==> config.mk <==
export PLATFORM = sky130hd
export DESIGN_NAME = mem_port_arbiter
export DESIGN_NICKNAME = d
export VERILOG_FILES = /design/src/rtl/arb_pkg.sv /design/src/rtl/rr_pick4.sv /design/src/rtl/mem_port_arbiter.sv
export SDC_FILE = /design/constraint.sdc
export NUM_CORES = 1
export LEC_CHECK = 0
export ABC_AREA = 1
export CORE_MARGIN = 5
export CORE_UTILIZATION = 59
export DETAILED_ROUTE_END_ITERATION = 6
export DONT_BUFFER_PORTS = 1
export PLACE_DENSITY = 0.75
export SLEW_MARGIN = 20
export SYNTH_ARGS = -nofsm -noshare
export SYNTH_HDL_FRONTEND = slang
export SYNTH_SLANG_ARGS = --single-unit
==> constraint.sdc <==
create_clock -name clk_i -period 2.2 [get_ports clk_i]
set_clock_uncertainty 0.05 [all_clocks]
set_input_delay 0.44 -clock clk_i [delete_from_list [all_inputs] [get_ports clk_i]]
set_output_delay 0.44 -clock clk_i [all_outputs]
set_load 0.005 [all_outputs]
==> src/rtl/arb_pkg.sv <==
// Shared types and constants for the memory-port round-robin arbiter.
//   arb_state_e : arbiter FSM states (idle / transaction in flight)
//   N_REQ       : number of requesters (fixed at 4, matches the 2-bit select)
//   SEL_W       : width of the mux select / winner index
//   TIMEOUT_CYC : BUSY cycles without an ack before a forced release
//   CNT_W       : width of the timeout counter
//   onehot_sel  : converts a winner index into a one-hot requester vector
package arb_pkg;

    localparam int N_REQ       = 4;
    localparam int SEL_W       = 2;
    localparam int TIMEOUT_CYC = 16;
    localparam int CNT_W       = 5;

    typedef enum logic [0:0] {
        ARB_IDLE = 1'b0,
        ARB_BUSY = 1'b1
    } arb_state_e;

    function automatic logic [N_REQ-1:0] onehot_sel(input logic [SEL_W-1:0] idx);
        return 4'b0001 << idx;
    endfunction

endpackage

==> src/rtl/rr_pick4.sv <==
// Combinational round-robin picker for four requesters.
// Scans circularly starting at ptr+1 and returns the first set request.
//   req : request vector, bit k = requester k
//   ptr : index of the previous winner (lowest priority this round)
//   any : at least one request is set
//   idx : index of the selected requester (0 when any is low)
module rr_pick4
    import arb_pkg::*;
(
    input  logic [N_REQ-1:0] req,
    input  logic [SEL_W-1:0] ptr,
    output logic             any,
    output logic [SEL_W-1:0] idx
);

    logic [SEL_W-1:0] start_s;
    logic [7:0]       dbl_s;
    logic [3:0]       rot_s;
    logic [SEL_W-1:0] off_s;

    // Rotate the request vector so the highest-priority candidate lands in bit 0.
    assign start_s = ptr + 2'd1;
    assign dbl_s   = {req, req} >> start_s;
    assign rot_s   = dbl_s[3:0];
    assign any     = |req;

    // Priority-encode the rotated vector; the offset is relative to start_s.
    always_comb begin
        off_s = 2'd0;
        casez (rot_s)
            4'b???1: off_s = 2'd0;
            4'b??10: off_s = 2'd1;
            4'b?100: off_s = 2'd2;
            4'b1000: off_s = 2'd3;
            default: off_s = 2'd0;
        endcase
    end

    assign idx = any ? (start_s + off_s) : 2'd0;

endmodule

==> src/rtl/mem_port_arbiter.sv <==
// Round-robin arbiter sharing one 32-bit data-memory port among 4 requesters.
// Grants one requester at a time, holds the grant through a mem_req/mem_ack
// transaction and returns a one-cycle done pulse to the winner.
// Optional feature macro: ARB_TIMEOUT_EN (forced release after TIMEOUT_CYC
// BUSY cycles without mem_ack_i, flagged by an err_o pulse).
// Ports:
//   clk_i     : clock, rising edge
//   rst_i     : asynchronous active-low reset
//   req_i     : per-requester request level
//   mem_ack_i : memory completion pulse, sampled only in BUSY
//   gnt_o     : one-hot grant, zero when no transaction is active
//   select_o  : index of the current / last winner (mux select)
//   mem_req_o : transaction valid to memory, high throughout BUSY
//   done_o    : one-hot one-cycle completion pulse to the winner
//   err_o     : one-cycle pulse on timeout release (0 without the macro)
module mem_port_arbiter
    import arb_pkg::*;
(
    input  logic             clk_i,
    input  logic             rst_i,
    input  logic [N_REQ-1:0] req_i,
    input  logic             mem_ack_i,
    output logic [N_REQ-1:0] gnt_o,
    output logic [SEL_W-1:0] select_o,
    output logic             mem_req_o,
    output logic [N_REQ-1:0] done_o,
    output logic             err_o
);

    arb_state_e       state_r, state_n;
    logic [N_REQ-1:0] gnt_r, gnt_n;
    logic [SEL_W-1:0] sel_r, sel_n;
    logic             mem_req_r, mem_req_n;
    logic [N_REQ-1:0] done_r, done_n;
    logic             err_r, err_n;
    logic [SEL_W-1:0] ptr_r, ptr_n;
    logic             any_s;
    logic [SEL_W-1:0] win_s;
`ifdef ARB_TIMEOUT_EN
    logic [CNT_W-1:0] cnt_r, cnt_n;
`endif

    rr_pick4 u_pick (
        .req (req_i),
        .ptr (ptr_r),
        .any (any_s),
        .idx (win_s)
    );

    // Next-state and next-output logic; pulses default low, grant state holds.
    always_comb begin
        state_n   = state_r;
        gnt_n     = gnt_r;
        sel_n     = sel_r;
        mem_req_n = mem_req_r;
        done_n    = '0;
        err_n     = 1'b0;
        ptr_n     = ptr_r;
`ifdef ARB_TIMEOUT_EN
        cnt_n     = cnt_r;
`endif
        case (state_r)
            ARB_IDLE: begin
                if (any_s) begin
                    gnt_n     = onehot_sel(win_s);
                    sel_n     = win_s;
                    mem_req_n = 1'b1;
                    state_n   = ARB_BUSY;
`ifdef ARB_TIMEOUT_EN
                    cnt_n     = '0;
`endif
                end else begin
                    gnt_n     = '0;
                    mem_req_n = 1'b0;
                end
            end
            ARB_BUSY: begin
                // Request changes are ignored here; only ack (or timeout) ends it.
                if (mem_ack_i) begin
                    done_n    = gnt_r;
                    gnt_n     = '0;
                    mem_req_n = 1'b0;
                    ptr_n     = sel_r;
                    state_n   = ARB_IDLE;
                end else begin
`ifdef ARB_TIMEOUT_EN
                    // cnt_r counts completed ack-less BUSY cycles; the
                    // TIMEOUT_CYC-th one releases the port.
                    if (cnt_r == CNT_W'(TIMEOUT_CYC - 1)) begin
                        done_n    = gnt_r;
                        err_n     = 1'b1;
                        gnt_n     = '0;
                        mem_req_n = 1'b0;
                        ptr_n     = sel_r;
                        state_n   = ARB_IDLE;
                    end else begin
                        cnt_n = cnt_r + CNT_W'(1);
                    end
`else
                    state_n = ARB_BUSY;
`endif
                end
            end
            default: begin
                state_n   = ARB_IDLE;
                gnt_n     = '0;
                mem_req_n = 1'b0;
            end
        endcase
    end

    // State, pointer and registered outputs; ptr resets to 3 so requester 0 wins first.
    always_ff @(posedge clk_i or negedge rst_i) begin
        if (!rst_i) begin
            state_r   <= ARB_IDLE;
            gnt_r     <= '0;
            sel_r     <= 2'd0;
            mem_req_r <= 1'b0;
            done_r    <= '0;
            err_r     <= 1'b0;
            ptr_r     <= 2'd3;
        end else begin
            state_r   <= state_n;
            gnt_r     <= gnt_n;
            sel_r     <= sel_n;
            mem_req_r <= mem_req_n;
            done_r    <= done_n;
            err_r     <= err_n;
            ptr_r     <= ptr_n;
        end
    end

`ifdef ARB_TIMEOUT_EN
    // Timeout counter register.
    always_ff @(posedge clk_i or negedge rst_i) begin
        if (!rst_i) begin
            cnt_r <= '0;
        end else begin
            cnt_r <= cnt_n;
        end
    end
`endif

    assign gnt_o     = gnt_r;
    assign select_o  = sel_r;
    assign mem_req_o = mem_req_r;
    assign done_o    = done_r;
    assign err_o     = err_r;

endmodule
==> impl_metrics.ini, run 1 <==
[clock_network]
worstSkewPairLatency_ns = 0.28
cts_tree = done
clock_sinks = 14
cts_buffers = 3
htreeDepth = 1
cts_root_buffer = clkbuf_4
clk_pin_slew_ns = 0.08
cts_max_path_buffers = 2

[synthesis]
synth_seq_cells = 14
ys_seq_area_share_pct = 42.7
synth_warnings = 0
synth_area_um2 = 826
synth_cell_types = 20
synth_fp_nets = 126
syn_inst = 118
avgSynthCellArea_um2 = 7.00

[global_routing]
grt_antenna_before_repair = 0
grt_pass1_wl_um = 2590
grt_overflow = 0
grt.total_usage_pct = 16.8
grt_max_degree = 15
grt_pass1_vias = 604

[cells_and_area]
final_nets = 132
design_area_um2 = 901
diodes = 0
drive_gt1_share_pct = 18.7
fin_util_pct = 68.4
layout.cells.non_filler = 138
area_growth_pct = 9.09

[placement]
port_buffers = 0
gp_congestion = 0.759
placed_cells = 131
placed_cell_area_um2 = 826
hpwl_um = 1270
place_ws_ns = 0.0405

[setup_path]
worst_ep_required_time_ns = 2.33
critPathArrivalTime_ns = 2.22
startpoint_type = flop
r2r_cells = 14
path_max_fanout = 5
rrSetupSlack_ns = 0.11
cp-end-kind = flop
critPathKind = flop to flop

[detailed_routing]
ant_nets = 0
drc = 0
drt-initial-drc-count = 7
routed-via-count = 714
drt-wirelength-per-cell_um = 12.3
via_per_inst = 5.17
first_pass_iters = 4
wl_um = 1690

[sta]
clock.fmax_ghz = 0.478
worst_pin_slew_ns = 0.592
setup_tns_ns = 0
period_share_pct = 95.1
hold_viol = 0
fin_ws_ns = 0.108
holdWs_ns = 0.205
fin_crit_ns = 2.09
relSlewSlack_pct = 60.4
maxSlewViolCount = 0
setup_viol = 0

[floorplan]
dieArea_um2 = 2250
coreArea_um2 = 1320
row_count = 13
ioPinCount = 19
start_util_pct = 62.7
die_y_um = 47.4
die_width_um = 47.4

[power_and_ir_drop]
power_density_nw_per_um2 = 1720
cellLeakagePower_nw = 0.518
power.total_mw = 1.55
vdd_drop_max_mv = 1.00

[worst_hold_path]
min_path_cells = 1
min_path_type = primary input to flop

[outcome]
status = complete, no violations

[job]
drv_cap = 0
==> registers in the layout, indices dropped and copies added, names as in the netlist <==
name	cells
state_r	1
select_o	2
done_o	4
ptr_r	2
gnt_o	4
mem_req_o	1
==> final timing paths <==
check                           from           to
max in group asynchronous      rst_i    done_o[1]
hold / removal             mem_ack_i      state_r
setup reg to reg            ptr_r[0]     gnt_o[3]
min in group asynchronous      rst_i  select_o[0]
hold reg to reg             gnt_o[0]    done_o[0]
setup / recovery            ptr_r[0]     gnt_o[3]
==> cell type report <==
cell class	count	area [um^2]
clock buffer	4	26.3
fill	118	417
inverter	15	58.8
multi-input combinational	86	410
sequential	14	353
tap	15	18.8
timing repair buffer	4	33.8
==> cell usage in the layout, fill, tap and decap left out, types with 2 or more instances in the layout <==
cell,n
nand3_1,2
clkbuf_4,3
dfstp_2,2
a21oi_1,2
nor2_1,9
nand2_1,55
o21ai_0,2
inv_1,13
nand2_2,6
dfrtp_1,12
nand2_4,3
==> cells by family after synthesis <==
family	synth area share (%)
AND/OR/NAND/NOR	41.1
AO/OA/AOI/OAI	3.18
buffers and inverters	10.0
other	0.454
adder cells (fa/ha/maj)	1.51
XOR/XNOR	1.06
flip-flops	42.7
==> worst max-delay path, stage by stage, from the launching register on <==
cell     delay [ns]
dfstp_2        0.61
buf_6          0.14
nand2_2        0.06
nand2_4        0.08
nand2_1        0.05
nand2_1        0.07
a31oi_1        0.07
nor2_1         0.13
ha_2           0.21
xor2_2         0.18
inv_1          0.07
nand2_2        0.08
nand2_2        0.06
nand2_1        0.07
nand2_1        0.05
==> synthesized netlist by cell type <==
library cell	number	area [um^2]
o21ai_0	2	10.0
a21oi_1	2	10.0
conb_1	1	3.75
nor2_1	9	33.8
dfstp_2	2	52.6
buf_4	2	15.0
nand4_1	1	6.26
nor2_4	1	11.3
nand3_1	2	10.0
dfrtp_1	12	300
nand3_2	1	10.0
inv_1	13	48.8
xor2_1	1	8.76
inv_2	2	7.51
buf_6	1	11.3
nand2_1	57	214
ha_1	1	12.5
nand2_4	2	22.5
a31oi_1	1	6.26
nand2_2	5	31.3
==> report_power, final <==
group	total (mW)	switching, mW	internal [mW]
Clock	0.150	0.0797	0.0705
Sequential	0.447	0.0874	0.360
Combinational	0.955	0.604	0.351
Total	1.55	0.772	0.781
==> routing by layer <==
metal	wire length [um]	vias up	share of wire, %	track usage, %
li1	-	359	-	-
met1	727	329	43	22.2
met2	829	19	49	25.1
met3	108	7	6.4	6.02
met4	30	0	1.8	6.63
met5	0	-	0	0
==> timing repair <==
| item | CTS | global route |
|---|---|---|
| endpoints found under the setup margin | 0 | 5 |
| resized for setup | 0 | 7 |
| setup buffers | 0 | 1 |
| endpoints found under the hold margin | 14 | 0 |
| hold buffers | 1 | 0 |
Power figures use the tool's default switching activity.
==> run 2: changes to the inputs <==
--- a/config.mk
+++ b/config.mk
@@ -10,7 +10,8 @@
 export CORE_UTILIZATION = 59
 export DETAILED_ROUTE_END_ITERATION = 6
 export DONT_BUFFER_PORTS = 1
-export PLACE_DENSITY = 0.75
+export PLACE_DENSITY = 0.86
+export SKIP_CTS_REPAIR_TIMING = 1
 export SLEW_MARGIN = 20
 export SYNTH_ARGS = -nofsm -noshare
 export SYNTH_HDL_FRONTEND = slang
==> impl_metrics.ini, run 2 (synthesis results as in run 1) <==
[outcome]
status = complete, no violations

[setup_path]
worst_ep_required_time_ns = 2.33
r2r_start = ptr_r[0]
cp-end-kind = flop
startpoint_type = flop
r2r_end = gnt_o[2]
r2r_cells = 14
critPathKind = flop to flop
path_max_fanout = 11
rrSetupSlack_ns = 0.02
critPathArrivalTime_ns = 2.31

[sta]
hold_viol = 0
fin_crit_ns = 2.18
maxSlewViolCount = 0
holdWs_ns = 0.191
fin_ws_ns = 0.0208
clock.fmax_ghz = 0.459
worst_pin_slew_ns = 0.606
rsz0062_at_grt = yes
period_share_pct = 99.1
relSlewSlack_pct = 59.5
setup_viol = 0

[clock_network]
clk_pin_slew_ns = 0.08
clock_sinks = 14
worstSkewPairLatency_ns = 0.29
cts_max_path_buffers = 2
cts_root_buffer = clkbuf_4
cts_tree = done
htreeDepth = 1
cts_buffers = 3

[global_routing]
met2_usage_pct = 29.9
grt_overflow = 0
grt.total_usage_pct = 17.5
met3_usage_pct = 5.64
gr-max-usage-layer = met2
grt_max_degree = 15
grt_pass1_wl_um = 2750
grt_antenna_before_repair = 0
grt_pass1_vias = 669
gr-usage-met1_pct = 19.8

[cells_and_area]
fillers = 93
final_nets = 130
design_area_um2 = 936
final_cell_mix = nand2_1, inv_1, dfrtp_1
area_growth_pct = 13.3
diodes = 0
layout_commonest_cell = nand2_1
drive_gt1_share_pct = 24.0

[worst_hold_path]
min_path_cells = 1
hold_end = state_r
hold_start = mem_ack_i
min_path_type = primary input to flop

[power_and_ir_drop]
power_density_nw_per_um2 = 1840
vdd_drop_max_mv = 1.16
cellLeakagePower_nw = 0.520
power.total_mw = 1.72

[floorplan]
start_util_pct = 62.7
ioPinCount = 19
die_y_um = 47.4
coreArea_um2 = 1320
dieArea_um2 = 2250
row_count = 13
die_width_um = 47.4

[placement]
gp_congestion = 0.774
placed_cell_area_um2 = 826
place_ws_ns = -0.00126
port_buffers = 0
hpwl_um = 1280

[detailed_routing]
wl_um = 1830
first_pass_iters = 4
drc = 0
routed-via-count = 722
drt-wirelength-per-cell_um = 13.5
ant_nets = 0
via_per_inst = 5.31
drt-initial-drc-count = 25

[job]
drv_cap = 0
## run 2: worst max-delay path by stage
stage,end,startpoint,depth (start not counted)
after global placement,gnt_o[2],ptr_r[0],14
after CTS,gnt_o[2],ptr_r[0],14
after floorplan,gnt_o[2],ptr_r[0],15
after global routing,gnt_o[2],ptr_r[0],14
final,gnt_o[2],ptr_r[0],14
after detailed placement,gnt_o[2],ptr_r[0],14
## run 2: final cells by class
class                      count  area, um^2  share of cell area (%)
multi-input combinational     86         445                    47.6
sequential                    14         353                    37.7
inverter                      15        61.3                    6.55
clock buffer                   4        36.3                    3.88
timing repair buffer           2        21.3                    2.27
tap                           15        18.8                    2.01
## run 2: stage by stage
step / cells / util, % / setup TNS (ns)
3_5_place_dp: 131 / 62.7 / -0.00126
4_1_cts: 135 / 65.4 / -0.0334
3_3_place_gp: 131 / 62.7 / 0
5_1_grt: 136 / 71.0 / -0.366
2_1_floorplan: 118 / - / 0
6_report: 136 / 71.0 / 0
## run 2: power by group
group,total (mW),internal [mW],leakage (nW),switching [mW]
Combinational,1.08,0.383,0.323,0.698
Sequential,0.452,0.360,0.176,0.0914
Clock,0.190,0.101,0.0210,0.0894
Total,1.72,0.844,0.520,0.879
## run 2: metal layers
layer | part of all wire [%] | up-vias
met5 | 0 | -
met4 | 1.7 | 0
met3 | 7.8 | 4
met2 | 53 | 37
met1 | 38 | 329
li1 | - | 352
## run 2: worst max-delay path, stage by stage, from the launching register on
cell and delay, ns:
dfstp_2 0.63, inv_6 0.08, nand2_1 0.08, nand2_2 0.11, nand2_2 0.08, nand2_2 0.06, a31oi_4 0.19, nor2_2 0.06
ha_2 0.20, xor2_2 0.16, inv_1 0.08, nand2_2 0.09, nand2_4 0.07, nand2_2 0.06, nand2_1 0.05
==> run 3: changes to the inputs <==
==> constraint.sdc (replaced) <==
create_clock -name clk_i -period 2.5 [get_ports clk_i]
set_clock_uncertainty 0.05 [all_clocks]
set_input_delay 0.5 -clock clk_i [delete_from_list [all_inputs] [get_ports clk_i]]
set_output_delay 0.5 -clock clk_i [all_outputs]
set_load 0.005 [all_outputs]
==> impl_metrics.ini, run 3 (synthesis results as in run 1) <==
[outcome]
status = complete, no violations

[cells_and_area]
final_cell_mix = nand2_1, inv_1, dfrtp_1
diodes = 0
drive_gt1_share_pct = 13.3
area_growth_pct = 3.48
layout.cells.non_filler = 135
layout_commonest_cell = nand2_1
final_nets = 129

[worst_hold_path]
min_path_type = primary input to flop

[clock_network]
cts_buffers = 3
clock_sinks = 14
cts_root_buffer = clkbuf_4
htreeDepth = 1
clk_pin_slew_ns = 0.07
cts_max_path_buffers = 2
worstSkewPairLatency_ns = 0.28
cts_tree = done

[detailed_routing]
wl_um = 1550
first_pass_iters = 4
drc = 0
routed-via-count = 712
via_per_inst = 5.27
drt-wirelength-per-cell_um = 11.5
drt-initial-drc-count = 22
ant_nets = 0

[global_routing]
grt_antenna_before_repair = 0
grt_pass1_vias = 637
grt_overflow = 0
grt_max_degree = 15
grt.total_usage_pct = 17.1
grt_pass1_wl_um = 2640

[floorplan]
die_y_um = 47.4
die_width_um = 47.4
ioPinCount = 19
coreArea_um2 = 1320
dieArea_um2 = 2250
row_count = 13
start_util_pct = 62.7

[sta]
maxSlewViolCount = 0
setup_tns_ns = 0
period_share_pct = 94.5
fin_ws_ns = 0.139
setup_viol = 0
worst_pin_slew_ns = 0.588
hold_viol = 0
fin_crit_ns = 2.36
rsz0062_at_grt = no
clock.fmax_ghz = 0.423
relSlewSlack_pct = 60.6

[placement]
port_buffers = 0
gp_congestion = 0.722
placed_cells = 130
hpwl_um = 1180
place_ws_ns = 0.172

[power_and_ir_drop]
power_density_nw_per_um2 = 1480
cellLeakagePower_nw = 0.502
vdd_drop_max_mv = 0.778

[setup_path]
path_max_fanout = 12
startpoint_type = flop
cp-end-kind = flop
worst_ep_required_time_ns = 2.62
critPathArrivalTime_ns = 2.48
critPathKind = flop to flop

[job]
drv_cap = 0
## run 3: power by group
part           internal [mW]  switching [mW]  total, mW
logic                  0.244           0.488      0.732
clock network         0.0620          0.0681      0.130
registers              0.317          0.0814      0.399
total                  0.624           0.637       1.26
## run 3: per-layer routing
| layer | part of all wire, % | global-route usage (%) | wire (um) | vias to the layer above |
|---|---|---|---|---|
| li1 | - | - | - | 355 |
| met1 | 41 | 20.1 | 633 | 328 |
| met2 | 50 | 26.7 | 771 | 24 |
| met3 | 8.3 | 7.89 | 128 | 5 |
| met4 | 0.97 | 7.18 | 15 | 0 |
| met5 | 0 | 0 | 0 | - |
## run 3: cell type report
class	instances	area [um^2]
Fill cell	112	463
Multi-Input combinational cell	86	390
Sequential cell	14	353
Inverter	15	56.3
Clock buffer	4	26.3
Tap cell	15	18.8
Timing Repair Buffer	1	10.0
## run 3: path summary, 6_finish.rpt
| path | start | to | slack, ns | cells after the start |
|---|---|---|---|---|
| min in group asynchronous | rst_i | gnt_o[0] | 0.60 | 1 |
| min reg2reg | gnt_o[2] | done_o[2] | 0.47 | 2 |
| max | ptr_r[0] | gnt_o[2] | 0.14 | 14 |
| min | mem_ack_i | state_r | 0.27 | 1 |
| max reg2reg | ptr_r[0] | gnt_o[2] | 0.14 | 14 |
| max in group asynchronous | rst_i | select_o[0] | 1.41 | 1 |
## run 3: worst max-delay path, stage by stage, from the launching register on
cell     delay, ns
dfstp_2       0.66
inv_2         0.15
nand2_1       0.11
nand2_2       0.09
nand2_1       0.07
nand2_1       0.09
a31oi_1       0.17
nor2_1        0.07
ha_1          0.18
xor2_1        0.24
inv_1         0.09
nand2_2       0.10
nand2_2       0.07
nand2_1       0.06
nand2_1       0.04
## run 3: metrics by stage
step / hold WS, ns / total power, mW / instance area [um^2] / util (%)
global placement: 0.155 / 1.08 / 818 / 62.1
finish: 0.265 / 1.26 / 855 / 64.9
detailed placement: 0.155 / 1.12 / 818 / 62.1
CTS: -0.153 / 1.25 / 845 / 64.1
global route: 0.234 / 1.39 / 855 / 64.9
floorplan: 0.154 / 1.02 / 826 / -
